## src/rtl/xls_fifo_pop_unpacker_pkg.sv

```systemverilog
// Shared definitions for the zstd FIFO pop-side packers/unpackers:
// state encoding, default geometry and beat-count sizing helper.
package xls_fifo_pop_unpacker_pkg;

  localparam int DefInWidth  = 32;
  localparam int DefOutWidth = 8;
  localparam int DefRatio    = DefInWidth / DefOutWidth;
  localparam int DefCntWidth = $clog2(DefRatio) + 1;

  typedef logic [DefCntWidth-1:0] beat_cnt_t;

  typedef enum logic {
    ST_IDLE = 1'b0,
    ST_EMIT = 1'b1
  } state_e;

  // Wide enough to hold the value Ratio itself, not just Ratio-1.
  function automatic int cnt_width(input int ratio);
    return $clog2(ratio) + 1;
  endfunction

endpackage

```

## src/rtl/xls_fifo_pop_unpacker_slice_mux.sv

```systemverilog
// Combinational Ratio-way slice select of a wide word; beat 0 is either the
// least- or most-significant slice depending on LsbFirst.
module xls_slice_mux #(
  parameter int InWidth  = 32,
  parameter int OutWidth = 8,
  parameter bit LsbFirst = 1'b1,
  parameter int CntWidth = 3
) (
  input  logic [InWidth-1:0]  data_i,
  input  logic [CntWidth-1:0] idx_i,
  output logic [OutWidth-1:0] slice_o
);

  localparam int Ratio = InWidth / OutWidth;

  logic [OutWidth-1:0] slices [Ratio];

  for (genvar gi = 0; gi < Ratio; gi++) begin : g_slice
    if (LsbFirst) begin : g_lsb
      assign slices[gi] = data_i[gi*OutWidth +: OutWidth];
    end else begin : g_msb
      assign slices[gi] = data_i[(Ratio-1-gi)*OutWidth +: OutWidth];
    end
  end

  always_comb begin
    slice_o = '0;
    for (int i = 0; i < Ratio; i++) begin
      if (idx_i == CntWidth'(i)) slice_o = slices[i];
    end
  end

endmodule

```

## src/rtl/xls_fifo_pop_unpacker.sv

```systemverilog
// Pops wide words from a single-entry FIFO and re-emits each one as up to
// Ratio narrow beats, with zero-bubble hand-off between consecutive words.
module xls_fifo_pop_unpacker
  import xls_fifo_pop_unpacker_pkg::*;
#(
  parameter int InWidth  = 32,
  parameter int OutWidth = 8,
  parameter bit LsbFirst = 1'b1
) (
  input  logic                                          clk,
  input  logic                                          rst,
  output logic                                          in_ready,
  input  logic [InWidth-1:0]                            in_data,
  input  logic                                          in_valid,
  input  logic [cnt_width(InWidth/OutWidth)-1:0]        in_nbeats,
  input  logic                                          in_last,
  output logic [OutWidth-1:0]                           out_data,
  output logic                                          out_valid,
  input  logic                                          out_ready,
  output logic                                          out_last
);

  localparam int Ratio    = InWidth / OutWidth;
  localparam int CntWidth = cnt_width(Ratio);

  state_e               state_q, state_d;
  logic [InWidth-1:0]   data_q, data_d;
  logic [CntWidth-1:0]  nbeats_q, nbeats_d;
  logic [CntWidth-1:0]  idx_q, idx_d;
  logic                 last_q, last_d;

  logic [CntWidth-1:0]  eff_nbeats;
  logic                 final_beat;
  logic                 in_accept;
  logic [OutWidth-1:0]  slice;

  // Out-of-range beat counts mean "whole word".
  assign eff_nbeats = (in_nbeats == '0 || in_nbeats > CntWidth'(Ratio))
                      ? CntWidth'(Ratio) : in_nbeats;

  assign final_beat = (state_q == ST_EMIT) && (idx_q == nbeats_q - CntWidth'(1));
  assign in_ready   = (state_q == ST_IDLE) || (final_beat && out_ready);
  assign in_accept  = in_valid && in_ready;

  assign out_valid  = (state_q == ST_EMIT);
  assign out_last   = final_beat && last_q;
  assign out_data   = out_valid ? slice : '0;

  xls_slice_mux #(
    .InWidth (InWidth),
    .OutWidth(OutWidth),
    .LsbFirst(LsbFirst),
    .CntWidth(CntWidth)
  ) u_slice_mux (
    .data_i (data_q),
    .idx_i  (idx_q),
    .slice_o(slice)
  );

  always_comb begin
    state_d  = state_q;
    data_d   = data_q;
    nbeats_d = nbeats_q;
    idx_d    = idx_q;
    last_d   = last_q;
    // In EMIT an accept can only happen on the taken final beat.
    if (in_accept) begin
      state_d  = ST_EMIT;
      data_d   = in_data;
      nbeats_d = eff_nbeats;
      last_d   = in_last;
      idx_d    = '0;
    end else if (state_q == ST_EMIT && out_ready) begin
      if (final_beat) state_d = ST_IDLE;
      else            idx_d   = idx_q + CntWidth'(1);
    end
  end

  always_ff @(posedge clk or posedge rst) begin
    if (rst) begin
      state_q  <= ST_IDLE;
      data_q   <= '0;
      nbeats_q <= '0;
      idx_q    <= '0;
      last_q   <= 1'b0;
    end else begin
      state_q  <= state_d;
      data_q   <= data_d;
      nbeats_q <= nbeats_d;
      idx_q    <= idx_d;
      last_q   <= last_d;
    end
  end

endmodule

```

## config.mk

```make
export PLATFORM = sky130hd
export DESIGN_NAME = xls_fifo_pop_unpacker
export DESIGN_NICKNAME = d
export VERILOG_FILES = /design/src/rtl/xls_fifo_pop_unpacker_pkg.sv /design/src/rtl/xls_fifo_pop_unpacker_slice_mux.sv /design/src/rtl/xls_fifo_pop_unpacker.sv
export SDC_FILE = /design/constraint.sdc
export NUM_CORES = 1
export LEC_CHECK = 0
export CAP_MARGIN = 40
export CORE_AREA = 2 2 73 75
export DETAILED_ROUTE_END_ITERATION = 6
export DIE_AREA = 0 0 75 77
export HOLD_SLACK_MARGIN = 0.06
export PLACE_DENSITY_LB_ADDON = 0.1
export SETUP_SLACK_MARGIN = 0.15
export SYNTH_ARGS = -nofsm -noshare
export SYNTH_HDL_FRONTEND = slang
export SYNTH_SLANG_ARGS = --single-unit
```

## constraint.sdc

```tcl
create_clock -name clk -period 2.7 [get_ports clk]
set_input_delay 0.54 -clock clk [delete_from_list [all_inputs] [get_ports clk]]
set_output_delay 0.54 -clock clk [all_outputs]
set_load 0.005 [all_outputs]
```

## Word level (Yosys, flattened, before mapping)

Cells that the tools add are included.

- Input bits: 40
- Flip-flop bits (word level): 40
- Logic and storage cells: 39

- Bitwise operators: 1
- Magnitude comparators: 1
- Multiplexer cells: 12
- Add/sub/neg operators: 2
- Reduce and logical (&&, ||, !) cells: 13
- Equal/unequal tests: 5

Operator list:

| kind | number |
|---|---|
| $mux W8 | 5 |
| $mux W3 | 4 |
| $eq A3 B2 Y1 const B | 2 |
| $logic_not A3 Y1 | 2 |
| $logic_and A1 B1 Y1 | 5 |
| $reduce_and A2 Y1 | 2 |
| $reduce_bool A2 Y1 | 2 |
| $add A3 B1 Y3 const B | 1 |
| $eq A3 B1 Y1 const B | 1 |
| $eq A3 B3 Y1 | 1 |
| $gt A3 B3 Y1 const B | 1 |
| $mux W1 | 3 |
| $sub A3 B1 Y3 const B | 1 |
| $logic_or A1 B1 Y1 | 2 |
| $ne A2 B1 Y1 const B | 1 |
| $not A1 Y1 | 1 |

## Logic depth before layout (Yosys ltp)

- Depth after elaboration: 8
- Mapped depth: 8

## By module

Synthesis repeated with hierarchy kept, for this count alone.

- Cell total of the unflattened synthesis: 161
- Area, all modules: 2029.4 µm²

By module, submodules not included:

| module | cells each | seq. area each (µm²) | times used | area an instance (µm²) |
|---|---|---|---|---|
| xls_fifo_pop_unpacker | 131 | 1001.0 | 1 | 1767.9 |
| xls_slice_mux | 30 | 0.0 | 1 | 261.5 |

## Least setup slack after synthesis

OpenSTA, ideal clock, no wires.

- Path type: register to output
- Start: reg idx_q[0]
- End: out out_data[6]
- Path slack: 0.523 ns
- Stages on the path, launching flop included: 6
- Buffers on the path: 1
- Required time: 2.160 ns
- Data arrival time: 1.637 ns
- Cell sequence: dfrtp_1 -> ha_1 -> ha_1 -> buf_1 -> nor3_1 -> a32o_1

- Cells in the longest elaborated chain, start to end: 6

Ends and longest elaborated chain:

| what | RTL line | text |
|---|---|---|
| start: declaration | xls_fifo_pop_unpacker.sv:29 | `logic [CntWidth-1:0] idx_q, idx_d;` |
| start signal: assignment | xls_fifo_pop_unpacker.sv:90 | `idx_q <= idx_d;` |
| $logic_not A3 Y1 | xls_fifo_pop_unpacker_slice_mux.sv:29 | `if (idx_i == CntWidth'(i)) slice_o = slices[i];` |
| $mux W8 (3 in series) | xls_fifo_pop_unpacker_slice_mux.sv:29 |  |
| $mux W8 * | xls_fifo_pop_unpacker_slice_mux.sv:29 |  |
| $mux W8 * | xls_fifo_pop_unpacker.sv:47 | `assign out_data = out_valid ? slice : '0;` |
| end: declaration | xls_fifo_pop_unpacker.sv:17 | `output logic [OutWidth-1:0] out_data,` |

Every way passes the cells marked *; elsewhere a longest branch is shown, timed or not.

## Worst setup path after layout

- Start: reg idx_q[0]
- End: out out_data[3]

Same word-level chain as after synthesis.

==> metrics.md <==
| Metric | Value |
|---|---|
| I/O pin count | `51` |
| Die height | `approximately 77 um` |
| Sequential area share after synthesis | `47.37%` |
| Most common cell in the netlist | `dfrtp_1` |
| Crit path required time | `~2.2 ns` |
| Iter 0 DRT Violations | `62` |
| Final #Nets | `310` |
| FMAX | `slightly below 400 MHz` |
| Root Driver | `clkbuf_8` |
| Post-synth top cells | `dfrtp_1 (40), mux2_4 (18), inv_1 (16)` |
| Ys flop type | `dfrtp_1` |
| Hold-fix buffers, CTS | `0` |
| Sw Ratio | `36.40%` |
| Seq pwr share | `27.5%` |
| Final cycle utilization of the critical path | `95.96%` |
| Pleak | `1.437 nW` |
| Top delay family on crit path | `buffers and inverters` |
| Gr usage total | `19.35%` |
| Layout cells sized above 1 | `38.78%` |
| Syn_area_per_cell | `approximately 12 um2` |
| GP Congestion | `~0.84` |
| Async SR Flop Fraction | `100.0%` |
| Layout area overhead | `48.85%` |
| Post-synth EDFFs | `0` |
| Die width | `75 um` |
| Syn Inst Count | `178` |
| CTS Sinks | `40` |
| Worst skew pair latency | `0.29 ns` |
| Worst-path fanout max | `4` |
| Mapped Area | `2113 um2` |
| Max Cap Viol | `0` |
| Net Sw Power | `1.466 mW` |
| Starting density of the core | `between 40% and 50%` |
| Yosys top cell area share | `47.37%` |
| Wirelength, routed | `5247 um` |
| Ranking of synthesized cells by area | `dfrtp_1 (47%), mux2_4 (13%), mux2_2 (4.3%)` |
| Deepest clock path buffer count | `2` |
| Min Clock Period, post-route | `2.591 ns` |
| # diodes | `0` |
| CTS Buf Count | `5` |
| CTS clk-pin slew, worst paths | `approximately 0.07 ns` |
| YS warnings | `0` |
| First-pass GRT wire length | `8445 um` |
| Core Util, Final | `63.20%` |
| Routed Antenna Nets | `0` |
| Library cells used by synthesis | `33` |
| FF+latch count, synth | `40` |
| Port bufs | `50` |
| Hold WC Path Type | `flip-flop to flip-flop` |
| Final Setup Violations | `0` |
| Total global routing overflow | `0` |
| Clock Skew | `0.004073 ns` |
| Total number of vias | `1,676` |
| Die area | `5775 um2` |
| Hold Slack | `0.5067 ns` |
| Final Hold Vio Count | `0` |
| Initial antenna violation count | `0` |
| Crit. End Element | `primary output` |
| Crit path launch type | `flip-flop` |
| Row count | `26` |
| Status | `finished, final reports clean` |
| Routed vias/inst | `5.033` |
| Pins Over Slew Limit | `0` |
| Unrepaired setup endpoints after global routing | `true` |
| Most frequent CP cell | `buf_4` |
| Sum Neg Setup Slack | `0 ns` |
| CTS tree | `yes` |
| Drt drc | `0` |
| Mapped Nets | `225` |
| CP bufs+invs | `4` |
| Largest net degree at the start of global routing | `48` |
| Pwr dens | `1280 nW/um2` |
| Largest area contributor in the netlist | `dfrtp_1` |
| Combinational group share of total power | `63.2%` |
| Total iterations of the first detailed-routing run | `4` |
| Clock share of power | `9.2%` |
| Slowest cell delay on critical path | `between 0.4 and 0.5 ns` |
| CP cell instances | `ha_2 > ha_2 > nor3_2 > buf_4 > buf_4 > buf_4 > a32o_1 > dlygate4sd2_1` |
| Vias in the first global route | `roughly 1,700` |
| # fillers | `approximately 420` |
| CP Class | `flip-flop to primary output` |
| Int Pwr | `2.560 mW` |
| Core footprint | `4977 um2` |
| Maximum vdd drop | `0.9668 mV` |
| Worst Max-Slew Pin Slew | `0.5120 ns` |
| Total chip power | `around 4.0 mW` |
| WP data arrival | `~2.1 ns` |
| DP HPWL | `3409 um` |
| Rel. slew slack | `65.87%` |
| H-tree levels | `2` |
| Slowest library cell on the worst path | `dfrtp_2` |
| Wire length per cell | `~16 um` |
| Final worst setup slack | `approximately 0.11 ns` |
| Worst slack at placement | `between 0.06 and 0.07 ns` |
## cell usage in the layout (no fill, tap or decap), types with 2 or more instances in the layout
cell             count
o21ai_0             11
inv_1               13
clkbuf_2             5
a32o_1               8
buf_6                2
dlygate4sd2_1        3
clkbuf_8             5
dfrtp_1             39
nor2b_1              8
clkdlybuf4s50_1     40
dlymetal6s2s_1       2
nor2_1               2
mux2_4              18
ha_2                 2
a21oi_2              2
mux2_2               8
xnor2_2              2
nand2_1             14
a221oi_2             6
buf_4               36
ha_4                 4
a21oi_1              7
nand3b_1             2
inv_2                2
## flip-flops by register name, indices dropped and copies added, names as in the netlist
| signal | cells |
|---|---|
| data_q | 32 |
| idx_q | 3 |
| nbeats_q | 3 |
| last_q | 1 |
| out_valid | 1 |
## final cells by class
type / instances / area (um2) / share of cell area, %
clock inverters: 1 / 5.005 / 0.1591
flip-flops and latches: 40 / 1002 / 31.86
clock buffers: 6 / 72.57 / 2.307
inverters: 16 / 63.81 / 2.029
well taps: 70 / 87.58 / 2.784
repair buffers: 89 / 789.5 / 25.10
multi-input cells: 111 / 1125 / 35.76
## worst paths after layout
check	from	endpoint	slack [ns]	cells past startpoint
max in group asynchronous	rst	idx_q[0]	1.63	3
max	idx_q[0]	out_data[3]	0.11	8
min reg2reg	last_q	last_q	0.51	1
min	last_q	last_q	0.51	1
max reg2reg	nbeats_q[0]	data_q[15]	0.36	7
min in group asynchronous	rst	last_q	0.68	3
## repair_timing
action	in CTS	in global routing
gates resized for setup	30	20
hold endpoints to repair	0	0
pin swaps	6	13
endpoints found under the setup margin	10	9
setup buffers	17	15
## metal layers
metal	part of all wire, %	vias up	global-route usage (%)	routed length (um)
li1	-	805	-	-
met1	42	821	24.52	2215
met2	52	41	32.19	2733
met3	4.2	9	4.074	222
met4	1.4	0	6.429	75
met5	0	-	0	0
## power by group through the flow
stage	combinational, mW	sequential [mW]	clock (mW)
final	2.55	1.11	0.371
after global routing	2.74	1.14	0.413
after CTS	2.28	1.10	0.381
after detailed placement	1.90	1.09	0
after global placement	1.87	1.09	0
after floorplan	1.31	1.02	0
## metrics by stage
stage / instances / cell area, um2
CTS: 318 / 3009
global route: 333 / 3146
finish: 333 / 3146
global placement: 294 / 2693
detailed placement: 294 / 2693
floorplan: 178 / 2113
## cells by family after synthesis
group,count (synthesis),synth area share [%]
adders and majority gates,7,4.144
DFF,40,47.37
AOI/OAI and AO/OA,43,15.10
and+or+nand+nor,32,7.520
buffers and inverters,27,6.868
xor gates and xnor gates,3,1.954
muxes,26,17.05
Note: power is estimated with default switching activity, not from simulation.
